### src/rtl/serial_pattern_tx.sv
// Purpose: shifts a parallel word out on w, one bit per Clock, then holds a fixed idle gap.
// Latency: first bit on w one cycle after an accepted load; one word every WIDTH+GAP+1 cycles.
// Backpressure: ready is high only in IDLE; load outside IDLE is ignored and never queued.
module serial_pattern_tx #(
    parameter int WIDTH     = 8,
    parameter int GAP       = 2,
    parameter bit LSB_FIRST = 1'b0
) (
    input  logic             Clock,
    input  logic             Resetn,
    input  logic [WIDTH-1:0] data_in,
    input  logic             load,
    output logic             ready,
    output logic             w,
    output logic             w_valid,
    output logic             done
);

    // Bit counter holds the number of bits still to send after the one on w.
    localparam int                CW     = (WIDTH > 1) ? $clog2(WIDTH) : 1;
    localparam logic [CW-1:0]     CNT_LD = CW'(WIDTH - 1);
    localparam logic [CW-1:0]     CNT_ONE = CW'(1);
    // Gap counter counts down the remaining gap cycles after the current one.
    localparam logic [3:0]        GAP_LD = 4'((GAP > 0) ? GAP - 1 : 0);

    typedef enum logic [1:0] {
        S_IDLE  = 2'd0,
        S_SHIFT = 2'd1,
        S_GAP   = 2'd2
    } state_t;

    state_t           state;
    state_t           state_nxt;
    logic [WIDTH-1:0] shreg;
    logic [WIDTH-1:0] shreg_nxt;
    logic [CW-1:0]    bit_cnt;
    logic [CW-1:0]    bit_cnt_nxt;
    logic [3:0]       gap_cnt;
    logic [3:0]       gap_cnt_nxt;
    logic             w_nxt;
    logic             w_valid_nxt;
    logic             done_nxt;
    logic             accept;

    // Bit that goes out next, taken from the head end of a word.
    function automatic logic head_bit(input logic [WIDTH-1:0] v);
        return LSB_FIRST ? v[0] : v[WIDTH-1];
    endfunction

    // Moves the following bit into the head position.
    function automatic logic [WIDTH-1:0] advance(input logic [WIDTH-1:0] v);
        return LSB_FIRST ? (v >> 1) : (v << 1);
    endfunction

    assign ready  = (state == S_IDLE);
    assign accept = load && ready;

    // State register.
    always_ff @(posedge Clock or negedge Resetn) begin
        if (!Resetn) begin
            state <= S_IDLE;
        end else begin
            state <= state_nxt;
        end
    end

    // Next-state decode: IDLE -> SHIFT on accept, SHIFT drains, GAP counts out.
    always_comb begin
        state_nxt = state;
        case (state)
            S_IDLE: begin
                if (accept) begin
                    state_nxt = S_SHIFT;
                end
            end
            S_SHIFT: begin
                if (bit_cnt == '0) begin
                    state_nxt = (GAP > 0) ? S_GAP : S_IDLE;
                end
            end
            S_GAP: begin
                if (gap_cnt == '0) begin
                    state_nxt = S_IDLE;
                end
            end
            default: state_nxt = S_IDLE;
        endcase
    end

    // Output and datapath decode; w/w_valid/done are computed one cycle ahead and registered.
    always_comb begin
        shreg_nxt   = shreg;
        bit_cnt_nxt = bit_cnt;
        gap_cnt_nxt = gap_cnt;
        w_nxt       = 1'b0;
        w_valid_nxt = 1'b0;
        done_nxt    = 1'b0;
        case (state)
            S_IDLE: begin
                if (accept) begin
                    // First bit leaves straight from data_in; the rest waits in shreg.
                    w_nxt       = head_bit(data_in);
                    w_valid_nxt = 1'b1;
                    shreg_nxt   = advance(data_in);
                    bit_cnt_nxt = CNT_LD;
                end
            end
            S_SHIFT: begin
                if (bit_cnt != '0) begin
                    w_nxt       = head_bit(shreg);
                    w_valid_nxt = 1'b1;
                    shreg_nxt   = advance(shreg);
                    bit_cnt_nxt = bit_cnt - CNT_ONE;
                    done_nxt    = (bit_cnt == CNT_ONE);
                end else begin
                    gap_cnt_nxt = GAP_LD;
                end
            end
            S_GAP: begin
                if (gap_cnt != '0) begin
                    gap_cnt_nxt = gap_cnt - 4'd1;
                end
            end
            default: begin
                shreg_nxt   = '0;
                bit_cnt_nxt = '0;
                gap_cnt_nxt = '0;
            end
        endcase
    end

    // Datapath and registered outputs; reset drops any word in flight.
    always_ff @(posedge Clock or negedge Resetn) begin
        if (!Resetn) begin
            shreg   <= '0;
            bit_cnt <= '0;
            gap_cnt <= '0;
            w       <= 1'b0;
            w_valid <= 1'b0;
            done    <= 1'b0;
        end else begin
            shreg   <= shreg_nxt;
            bit_cnt <= bit_cnt_nxt;
            gap_cnt <= gap_cnt_nxt;
            w       <= w_nxt;
            w_valid <= w_valid_nxt;
            done    <= done_nxt;
        end
    end

endmodule

### config.mk
export PLATFORM = sky130hd
export DESIGN_NAME = serial_pattern_tx
export DESIGN_NICKNAME = d
export VERILOG_FILES = /design/src/rtl/serial_pattern_tx.sv
export SDC_FILE = /design/constraint.sdc
export NUM_CORES = 1
export LEC_CHECK = 0
export CAP_MARGIN = 20
export CORE_ASPECT_RATIO = 2
export CORE_UTILIZATION = 26
export CTS_CLUSTER_SIZE = 16
export DETAILED_ROUTE_END_ITERATION = 7
export HOLD_SLACK_MARGIN = 0.1
export PLACE_DENSITY = 0.44
export SETUP_SLACK_MARGIN = 0.15
export SLEW_MARGIN = 20
export SYNTH_ARGS = -nofsm -noshare
export SYNTH_HDL_FRONTEND = slang
export SYNTH_SLANG_ARGS = --single-unit
### constraint.sdc
create_clock -name Clock -period 4.5 [get_ports Clock]
set_input_delay 1.125 -clock Clock [delete_from_list [all_inputs] [get_ports Clock]]
set_output_delay 1.125 -clock Clock [all_outputs]
set_load 0.1 [all_outputs]
==> results.rst, run 1 <==
.. list-table::
   :header-rows: 1

   * - Metric
     - Value
   * - Status
     - finished, final reports clean
   * - Unrepaired setup endpoints after global routing
     - false
   * - Class of the most critical hold timing path
     - register to register
   * - Met2 capacity usage during global routing
     - 24.5%
   * - Number of distinct library cells after synthesis
     - 31
   * - Clock tree skew after final layout
     - 0.00366 ns
   * - Worst-case vdd ir drop
     - 404 uV
   * - Mean cell area of the mapped netlist
     - 9.81 sq um
   * - Initial core utilization
     - 27.3%
   * - DP HPWL
     - 1.95 mm
   * - Fin crit share
     - 63.7%
   * - CTS Hold Buffers Added
     - 0
   * - Hold Fails Final Rpt
     - 0
   * - Critical Path Slowest Stage Cell
     - sky130_fd_sc_hd__ha_1
   * - Count of vias placed by the detailed router
     - 854
   * - Number of flops mapped to enable cells by yosys
     - 0
   * - Total negative slack for setup checks
     - 0 ns
   * - CTS HTree Levels
     - 1
   * - Remaining design rule violation count
     - 0
   * - Area delta synth->final
     - 20.7%
   * - Global route overflow
     - 0
   * - Clock latency on the worst-skew pair
     - 0.26 ns
   * - Arrival time of the worst setup path
     - 1.74 ns
   * - Net count of the mapped netlist
     - 128
   * - Maximum number of pins on one net before global-route repair
     - 20
   * - CTS tree
     - done
   * - Post-Place Cell Area
     - 1230 sq um
   * - Number of rows in the core area
     - 32
   * - Global-route wire length before repair
     - 4.08 mm
   * - Height of the die
     - 92.3 um
   * - CP Capture Type
     - output pin
   * - Most used cells in the layout excluding fill and tap cells
     - 19 x sky130_fd_sc_hd__dfrtp_1, 13 x sky130_fd_sc_hd__clkdlybuf4s50_1, 12 x sky130_fd_sc_hd__a21oi_1
   * - Sequential-to-total area share from yosys stat
     - 44.9%
   * - Required time of the critical path
     - 3.38 ns
   * - Leakage power figure
     - 0.567 nW
   * - Setup repair bufs after CTS
     - 0
   * - Antenna violations before repair
     - 0
   * - Gpl congestion
     - 0.753
   * - Yosys reg bits
     - 19
   * - Worst slew pin tran
     - 0.969 ns
   * - Antenna viol nets, final
     - 0
   * - Cell area after technology mapping
     - 1060 sq um
   * - Syn. warnings
     - 0
   * - Max-cap violation count
     - 0
   * - Finished layout cell area
     - 1280 sq um
   * - Setup Viol. Count Final
     - 0
   * - Count of antenna diodes in the layout
     - 0
   * - Root buffer cell
     - sky130_fd_sc_hd__clkbuf_8
   * - GR met3 Demand/Resource
     - 1.56%
   * - Iter 0 DRT Violations
     - 8
   * - Met1 GRT Util
     - 12.5%
   * - Boundary Pins
     - 15
   * - Vias per cell
     - 4.97
   * - Post-cts gate resize count
     - 0
   * - Detailed-router iteration count before antenna repair
     - 4
   * - Die span in x
     - 47.1 um
   * - Clock tree buffer depth
     - 2
   * - Global route hottest layer
     - met2
   * - Final min period
     - 2.87 ns
   * - CP max stage delay
     - 0.57 ns
   * - Most common cell after layout, fill and taps aside
     - sky130_fd_sc_hd__dfrtp_1
   * - Detailed-route wire length per cell
     - 14.8 um
   * - Clock sink total
     - 19
   * - Kind of launch point of the worst setup path
     - register
   * - Upper clock frequency limit
     - 0.349 GHz
   * - Category of the most critical setup path
     - register to output pin
   * - Share of flip-flops with an asynchronous set or reset
     - 100%
   * - Area of the core
     - 3880 sq um
   * - Clock transition time at the flip-flop clock pins of the worst setup and hold paths
     - 0.07 ns
   * - Routed WL
     - 2.55 mm
   * - Number of nets at the end of the flow
     - 142
   * - GRT Total Usage
     - 13.1%
   * - I/O Buffers
     - 14
   * - Via count of the first global-routing pass
     - 899
   * - Cts bufs inserted
     - 3
   * - CP Max Fanout
     - 17
   * - Total count of max-transition violations in the final report
     - 0
   * - Synthesized instance count
     - 108
   * - Layout cell share with drive strength beyond 1
     - 7.44%
   * - Flip-flop cell with the highest count after synthesis
     - sky130_fd_sc_hd__dfrtp_1
   * - Rel. slew slack
     - 35.2%
   * - Cell Pwr Density
     - 791 nW/um^2
   * - CP cell instances
     - inv_1 -> ha_1 -> buf_4
   * - Die area
     - 4350 sq um
## report_power, final
group	internal [W]	switching, W	total (W)
sequential	0.000245	0.0000469	0.000292
combinational	0.000209	0.000390	0.000599
clock	0.0000629	0.0000577	0.000121
total	0.000517	0.000495	0.00101
## cell type report
type	instances	area, sq um
timing repair buffer	14	138
sequential	19	475
multi-input combinational	74	519
fill	429	2610
tap	51	63.8
clock buffer	4	45.0
inverter	10	37.5
## cells by family after synthesis
logic type	share of synthesized area, %
AOI/OAI and AO/OA	23.8
muxes	1.06
adders and majority gates	10.6
DFF	44.9
buffers and inverters	6.14
and+or+nand+nor	13.5
## synth_stat cells (3+ instances only)
master                     count  area, sq um
sky130_fd_sc_hd__nor2_1       10         37.5
sky130_fd_sc_hd__ha_1          9          113
sky130_fd_sc_hd__a22oi_1       6         45.0
sky130_fd_sc_hd__dfrtp_1      19          475
sky130_fd_sc_hd__a21oi_1      12         60.1
sky130_fd_sc_hd__o22ai_1       3         18.8
sky130_fd_sc_hd__o21ai_0       5         25.0
sky130_fd_sc_hd__nand2_1       4         15.0
sky130_fd_sc_hd__inv_1        10         37.5
sky130_fd_sc_hd__clkbuf_1      3         11.3
## worst max-delay path: cells and delay by family (launching register included)
| family | cells | cell delay [ns] |
|---|---|---|
| flops | 1 | 0.40 |
| buf+inv | 2 | 0.52 |
| fa+ha+maj | 1 | 0.57 |
## state kept, by name (all words and copies together) (netlist names)
name and count:
w 1, w_valid 1, shreg 7, gap_cnt 4, done 1, bit_cnt 3
state 2
## per-stage QoR
stage	cells	utilization (%)	worst slack, ns	hold WS [ns]	power (W)
2_1_floorplan	108	-	2.11	0.455	0.000766
3_3_place_gp	168	31.8	1.93	0.500	0.000886
3_5_place_dp	168	31.8	1.88	0.510	0.000905
4_1_cts	172	32.9	1.59	0.528	0.00103
5_1_grt	172	32.9	1.50	0.557	0.00109
6_report	172	32.9	1.63	0.518	0.00101
## metal layers
| metal | part of all wire, % | vias up |
|---|---|---|
| met5 | 0 | - |
| met4 | 2.4 | 0 |
| met3 | 3.7 | 6 |
| met2 | 59 | 19 |
| met1 | 35 | 419 |
| li1 | - | 410 |
## path summary, 6_finish.rpt
check | startpoint | endpoint | slack (ns) | depth (start not counted)
min in group asynchronous | Resetn | done$_DFF_PN0_ | 1.38 | 1
setup reg to reg | state[1]$_DFFE_PN0P_ | shreg[1]$_DFFE_PN0P_ | 2.24 | 6
max in group asynchronous | Resetn | shreg[2]$_DFFE_PN0P_ | 2.54 | 1
setup / recovery | state[1]$_DFFE_PN0P_ | ready | 1.63 | 3
hold reg to reg | bit_cnt[2]$_DFFE_PN0P_ | done$_DFF_PN0_ | 0.52 | 1
hold / removal | bit_cnt[2]$_DFFE_PN0P_ | done$_DFF_PN0_ | 0.52 | 1
(Power assumes the default switching activity.)
==> run 2: changes to the inputs <==
==> constraint.sdc (replaced) <==
create_clock -name Clock -period 2.9 [get_ports Clock]
set_input_delay 0.725 -clock Clock [delete_from_list [all_inputs] [get_ports Clock]]
set_output_delay 0.725 -clock Clock [all_outputs]
set_load 0.1 [all_outputs]
==> results.rst, run 2 (synthesis gave the netlist of run 1 again) <==
.. list-table::
   :header-rows: 1

   * - Metric
     - Value
   * - Upper clock frequency limit
     - 0.423 GHz
   * - CP Capture Type
     - output pin
   * - Vias per cell
     - 4.76
   * - Worst-case register-to-register setup slack
     - 0.80 ns
   * - Setup Viol. Count Final
     - 0
   * - Total count of max-transition violations in the final report
     - 0
   * - Hold Fails Final Rpt
     - 0
   * - Fin crit share
     - 81.5%
   * - Reg with most FFs
     - shreg
   * - Rel. slew slack
     - 54.8%
   * - Worst hold-check slack
     - 0.519 ns
   * - Category of the most critical setup path
     - register to output pin
   * - Launching element of the worst setup path
     - state[0]$_DFFE_PN0P_
   * - Post-cts gate resize count
     - 0
   * - Routed WL
     - 2.47 mm
   * - Count of vias placed by the detailed router
     - 828
   * - Cell Pwr Density
     - 1230 nW/um^2
   * - FF-to-FF Start
     - state[0]$_DFFE_PN0P_
   * - I/O Buffers
     - 14
   * - Antenna viol nets, final
     - 0
   * - CTS HTree Levels
     - 1
   * - Area of the core
     - 3880 sq um
   * - Clock latency on the worst-skew pair
     - 0.25 ns
   * - Root buffer cell
     - sky130_fd_sc_hd__clkbuf_8
   * - DP HPWL
     - 1.87 mm
   * - Terminus of the critical flop-to-flop path
     - state[0]$_DFFE_PN0P_
   * - Critical Path Slowest Stage Cell
     - sky130_fd_sc_hd__ha_1
   * - Total negative slack for setup checks
     - 0 ns
   * - Worst-case setup slack after placement
     - 0.754 ns
   * - CP Capture Point
     - ready
   * - CTS Hold Buffers Added
     - 0
   * - Detailed-route wire length per cell
     - 14.2 um
   * - Clock sink total
     - 19
   * - CP top delay family
     - adder cells
   * - Clock transition time at the flip-flop clock pins of the worst setup and hold paths
     - 0.08 ns
   * - Final cell utilization of the core
     - 33.4%
   * - Global route overflow
     - 0
   * - Worst path depth
     - 3
   * - Height of the die
     - 92.3 um
   * - Number of flip-flops under the largest register name
     - 7
   * - CTS tree
     - done
   * - Max-cap violation count
     - 0
   * - Class of the most critical hold timing path
     - register to register
   * - Clock tree skew after final layout
     - 0.00323 ns
   * - Number of cells on the worst reg-to-reg path
     - 6
   * - CP cell instances
     - inv_1 -> ha_1 -> buf_12
   * - Iter 0 DRT Violations
     - 13
   * - Registers with the most flip-flops
     - shreg (7), gap_cnt (4), bit_cnt (3)
   * - Global-route wire length before repair
     - 3.76 mm
   * - Setup repair bufs after CTS
     - 0
   * - Status
     - finished, final reports clean
   * - Most common cell after layout, fill and taps aside
     - sky130_fd_sc_hd__dfrtp_1
   * - Worst-case vdd ir drop
     - 702 uV
   * - Buf/Inv on CP
     - 2
   * - Area delta synth->final
     - 22.6%
   * - Antenna violations before repair
     - 0
   * - Required time of the critical path
     - 2.17 ns
   * - CP Max Fanout
     - 17
   * - Final min period
     - 2.36 ns
   * - Worst slew pin tran
     - 0.678 ns
   * - Initial core utilization
     - 27.3%
   * - Gpl congestion
     - 0.731
   * - Boundary Pins
     - 15
   * - GRT Total Usage
     - 12.1%
   * - Remaining design rule violation count
     - 0
   * - CP max stage delay
     - 0.61 ns
   * - Via count of the first global-routing pass
     - 831
   * - Count of antenna diodes in the layout
     - 0
   * - Cts bufs inserted
     - 3
   * - Min setup slack post-route
     - 0.536 ns
   * - Layout cell share with drive strength beyond 1
     - 11.4%
   * - Die area
     - 4350 sq um
   * - Leakage power figure
     - 0.585 nW
   * - Arrival time of the worst setup path
     - 1.64 ns
   * - Clock tree buffer depth
     - 2
   * - Detailed-router iteration count before antenna repair
     - 4
   * - Number of rows in the core area
     - 32
   * - Number of nets at the end of the flow
     - 144
   * - Unrepaired setup endpoints after global routing
     - false
   * - Maximum number of pins on one net before global-route repair
     - 20
   * - Most used cells in the layout excluding fill and tap cells
     - 19 x sky130_fd_sc_hd__dfrtp_1, 12 x sky130_fd_sc_hd__a21oi_1, 10 x sky130_fd_sc_hd__inv_1, 10 x sky130_fd_sc_hd__nor2_1, 10 x sky130_fd_sc_hd__clkdlybuf4s50_1
   * - Kind of launch point of the worst setup path
     - register
   * - Die span in x
     - 47.1 um
run 2: cell types whose count changed in the layout (fill, tap and decap cells not counted), sizes merged:
cell and change:
buf +5, clkdlybuf4s50 -3
run 2: metal layers:
layer  routed length [um]  GRT usage (%)  part of all wire, %
met4                   22           4.52                 0.89
met2                 1420           22.6                   57
met1                  956           12.2                   39
met5                    0              0                    0
met3                   75           1.75                  3.0
run 2: worst min path at each step:
stage	endpoint	slack, ns	start	cells after the start
global placement	done$_DFF_PN0_	0.49	bit_cnt[2]$_DFFE_PN0P_	1
floorplan	bit_cnt[0]$_DFFE_PN0P_	0.43	Resetn	0
global route	done$_DFF_PN0_	0.54	bit_cnt[2]$_DFFE_PN0P_	1
CTS	bit_cnt[1]$_DFFE_PN0P_	0.52	bit_cnt[1]$_DFFE_PN0P_	1
detailed placement	bit_cnt[1]$_DFFE_PN0P_	0.50	bit_cnt[1]$_DFFE_PN0P_	1
finish	bit_cnt[1]$_DFFE_PN0P_	0.52	bit_cnt[1]$_DFFE_PN0P_	1
run 2: area by class of cell:
| type | count | area [sq um] |
|---|---|---|
| Fill cell | 411 | 2580 |
| Multi-Input combinational cell | 74 | 519 |
| Sequential cell | 19 | 475 |
| Timing Repair Buffer | 16 | 158 |
| Tap cell | 51 | 63.8 |
| Clock buffer | 4 | 45.0 |
| Inverter | 10 | 37.5 |
run 2: power by group:
part           internal (W)  switching, W  total [W]
sequential         0.000380     0.0000724   0.000453
clock             0.0000976     0.0000905   0.000188
combinational      0.000351      0.000611   0.000962
total              0.000829      0.000773    0.00160
run 2: per-stage QoR:
| step | power (W) | cell area, sq um | std cells |
|---|---|---|---|
| global route | 0.00173 | 1300 | 174 |
| floorplan | 0.00119 | 1060 | 108 |
| finish | 0.00160 | 1300 | 174 |
| global placement | 0.00141 | 1250 | 170 |
| CTS | 0.00162 | 1300 | 174 |
| detailed placement | 0.00143 | 1250 | 170 |
==> run 3: changes to the inputs <==
--- a/config.mk
+++ b/config.mk
@@ -11,7 +11,7 @@
 export CTS_CLUSTER_SIZE = 16
 export DETAILED_ROUTE_END_ITERATION = 7
 export HOLD_SLACK_MARGIN = 0.1
-export PLACE_DENSITY = 0.44
+export PLACE_DENSITY = 0.46
 export SETUP_SLACK_MARGIN = 0.15
 export SLEW_MARGIN = 20
 export SYNTH_ARGS = -nofsm -noshare
==> constraint.sdc (replaced) <==
create_clock -name Clock -period 2.1 [get_ports Clock]
set_input_delay 0.525 -clock Clock [delete_from_list [all_inputs] [get_ports Clock]]
set_output_delay 0.525 -clock Clock [all_outputs]
set_load 0.1 [all_outputs]
==> results.rst, run 3 (synthesis gave the netlist of run 1 again) <==
.. list-table::
   :header-rows: 1

   * - Metric
     - Value
   * - Global-route wire length before repair
     - 3.95 mm
   * - CP Max Fanout
     - 6
   * - Max-cap violation count
     - 0
   * - Final min period
     - 1.84 ns
   * - I/O Buffers
     - 14
   * - Reg with most FFs
     - shreg
   * - Wire length the detailed router placed on met1
     - 938 um
   * - CTS Hold Buffers Added
     - 0
   * - CP max stage delay
     - 0.41 ns
   * - CTS tree
     - done
   * - Maximum number of pins on one net before global-route repair
     - 20
   * - FF-to-FF Start
     - gap_cnt[0]$_DFFE_PN0P_
   * - Area of the core
     - 3880 sq um
   * - Die area
     - 4350 sq um
   * - Registers with the most flip-flops
     - shreg (7), gap_cnt (4), bit_cnt (3)
   * - DP HPWL
     - 1.85 mm
   * - Remaining design rule violation count
     - 0
   * - Critical Path Slowest Stage Cell
     - sky130_fd_sc_hd__dfrtp_1
   * - CP top delay family
     - flip-flops
   * - Total negative slack for setup checks
     - 0 ns
   * - Worst slew pin tran
     - 0.385 ns
   * - Number of nets at the end of the flow
     - 146
   * - Status
     - finished, final reports clean
   * - Number of flip-flops under the largest register name
     - 7
   * - Clock transition time at the flip-flop clock pins of the worst setup and hold paths
     - 0.07 ns
   * - CP Capture Type
     - register
   * - Antenna viol nets, final
     - 0
   * - Cts bufs inserted
     - 3
   * - Area delta synth->final
     - 25.1%
   * - Total count of max-transition violations in the final report
     - 0
   * - Class of the most critical hold timing path
     - register to register
   * - CTS HTree Levels
     - 1
   * - Number of rows in the core area
     - 32
   * - Setup repair bufs after CTS
     - 0
   * - Fin crit share
     - 87.6%
   * - Global route overflow
     - 0
   * - Routed length on met2
     - 1.37 mm
   * - Clock tree buffer depth
     - 2
   * - Category of the most critical setup path
     - register to register
   * - GRT Total Usage
     - 12.5%
   * - Clock latency on the worst-skew pair
     - 0.25 ns
   * - Worst-case vdd ir drop
     - 759 uV
   * - Most used cells in the layout excluding fill and tap cells
     - 19 x sky130_fd_sc_hd__dfrtp_1, 12 x sky130_fd_sc_hd__a21oi_1, 10 x sky130_fd_sc_hd__inv_1, 10 x sky130_fd_sc_hd__nor2_1, 10 x sky130_fd_sc_hd__clkdlybuf4s50_1
   * - Hold Path Origin
     - bit_cnt[2]$_DFFE_PN0P_
   * - Clock sink total
     - 19
   * - Kind of launch point of the worst setup path
     - register
   * - Most common cell after layout, fill and taps aside
     - sky130_fd_sc_hd__dfrtp_1
   * - Upper clock frequency limit
     - 0.544 GHz
   * - Rel. slew slack
     - 74.2%
   * - Layout cell share with drive strength beyond 1
     - 13.6%
   * - Leakage power figure
     - 0.596 nW
   * - Root buffer cell
     - sky130_fd_sc_hd__clkbuf_8
   * - Arrival time of the worst setup path
     - 1.98 ns
   * - Setup Viol. Count Final
     - 0
   * - Routed length on met3
     - 53 um
   * - Clock tree skew after final layout
     - 0.00380 ns
   * - Routed WL
     - 2.42 mm
   * - Iter 0 DRT Violations
     - 6
   * - CP cell instances
     - inv_1 -> ha_1 -> nor3b_2 -> o22ai_1 -> a21oi_1 -> mux2_2
   * - Count of vias placed by the detailed router
     - 843
   * - Final cell utilization of the core
     - 34.1%
   * - Launching element of the worst setup path
     - gap_cnt[0]$_DFFE_PN0P_
   * - Buf/Inv on CP
     - 1
   * - Height of the die
     - 92.3 um
   * - Die span in x
     - 47.1 um
   * - Vias per cell
     - 4.79
   * - Antenna violations before repair
     - 0
   * - Hold Fails Final Rpt
     - 0
   * - Via count of the first global-routing pass
     - 917
   * - Initial core utilization
     - 27.3%
   * - Max layer used
     - met4
   * - Detailed-router iteration count before antenna repair
     - 3
   * - Post-cts gate resize count
     - 0
   * - Cell Pwr Density
     - 1690 nW/um^2
   * - Count of antenna diodes in the layout
     - 0
   * - Gpl congestion
     - 0.832
   * - Unrepaired setup endpoints after global routing
     - false
   * - Worst-case register-to-register setup slack
     - 0.26 ns
   * - Boundary Pins
     - 15
   * - Required time of the critical path
     - 2.24 ns
   * - Detailed-route wire length per cell
     - 13.7 um
run 3: cell types whose count changed in the layout (fill, tap and decap cells not counted):
cell | before | now
sky130_fd_sc_hd__buf_4 | 5 | 7
sky130_fd_sc_hd__ha_1 | 9 | 8
sky130_fd_sc_hd__ha_4 | 0 | 1
run 3: worst register-to-register path: stages, from the launching register on:
cell,delay [ns]
sky130_fd_sc_hd__dfrtp_1,0.41
sky130_fd_sc_hd__inv_1,0.12
sky130_fd_sc_hd__ha_1,0.15
sky130_fd_sc_hd__nor3b_2,0.35
sky130_fd_sc_hd__o22ai_1,0.19
sky130_fd_sc_hd__a21oi_1,0.16
sky130_fd_sc_hd__mux2_2,0.34
run 3: final timing paths:
path / end / cells after the start
max: state[0]$_DFFE_PN0P_ / 6
min: done$_DFF_PN0_ / 1
max reg2reg: state[0]$_DFFE_PN0P_ / 6
min reg2reg: done$_DFF_PN0_ / 1
max in group asynchronous: bit_cnt[0]$_DFFE_PN0P_ / 2
min in group asynchronous: bit_cnt[2]$_DFFE_PN0P_ / 2
run 3: cell type report:
cell class                 count  area [sq um]
timing repair buffer          18           173
tap                           51          63.8
fill                         406          2560
clock buffer                   4          45.0
inverter                      10          37.5
multi-input combinational     74           532
sequential                    19           475
run 3: power by group:
part	internal [W]	total [W]	switching, W
sequential	0.000526	0.000623	0.0000974
combinational	0.000532	0.00137	0.000841
clock	0.000135	0.000251	0.000116
total	0.00119	0.00225	0.00105
run 3: layer usage:
| layer | GRT usage, % | up-vias |
|---|---|---|
| li1 | - | 421 |
| met5 | 0 | - |
| met2 | 22.7 | 13 |
| met1 | 12.7 | 405 |
| met4 | 6.90 | 0 |
| met3 | 1.17 | 4 |
run 3: per-stage QoR:
step                      area, sq um  setup slack, ns  cells  hold WS (ns)  power (W)
final                            1330            0.261    176         0.499    0.00225
after floorplan                  1070            0.216    108         0.229    0.00168
after detailed placement         1280            0.274    172         0.488    0.00202
after global routing             1330            0.160    176         0.529    0.00243
after CTS                        1330            0.243    176         0.499    0.00229
after global placement           1280            0.297    172         0.483    0.00199
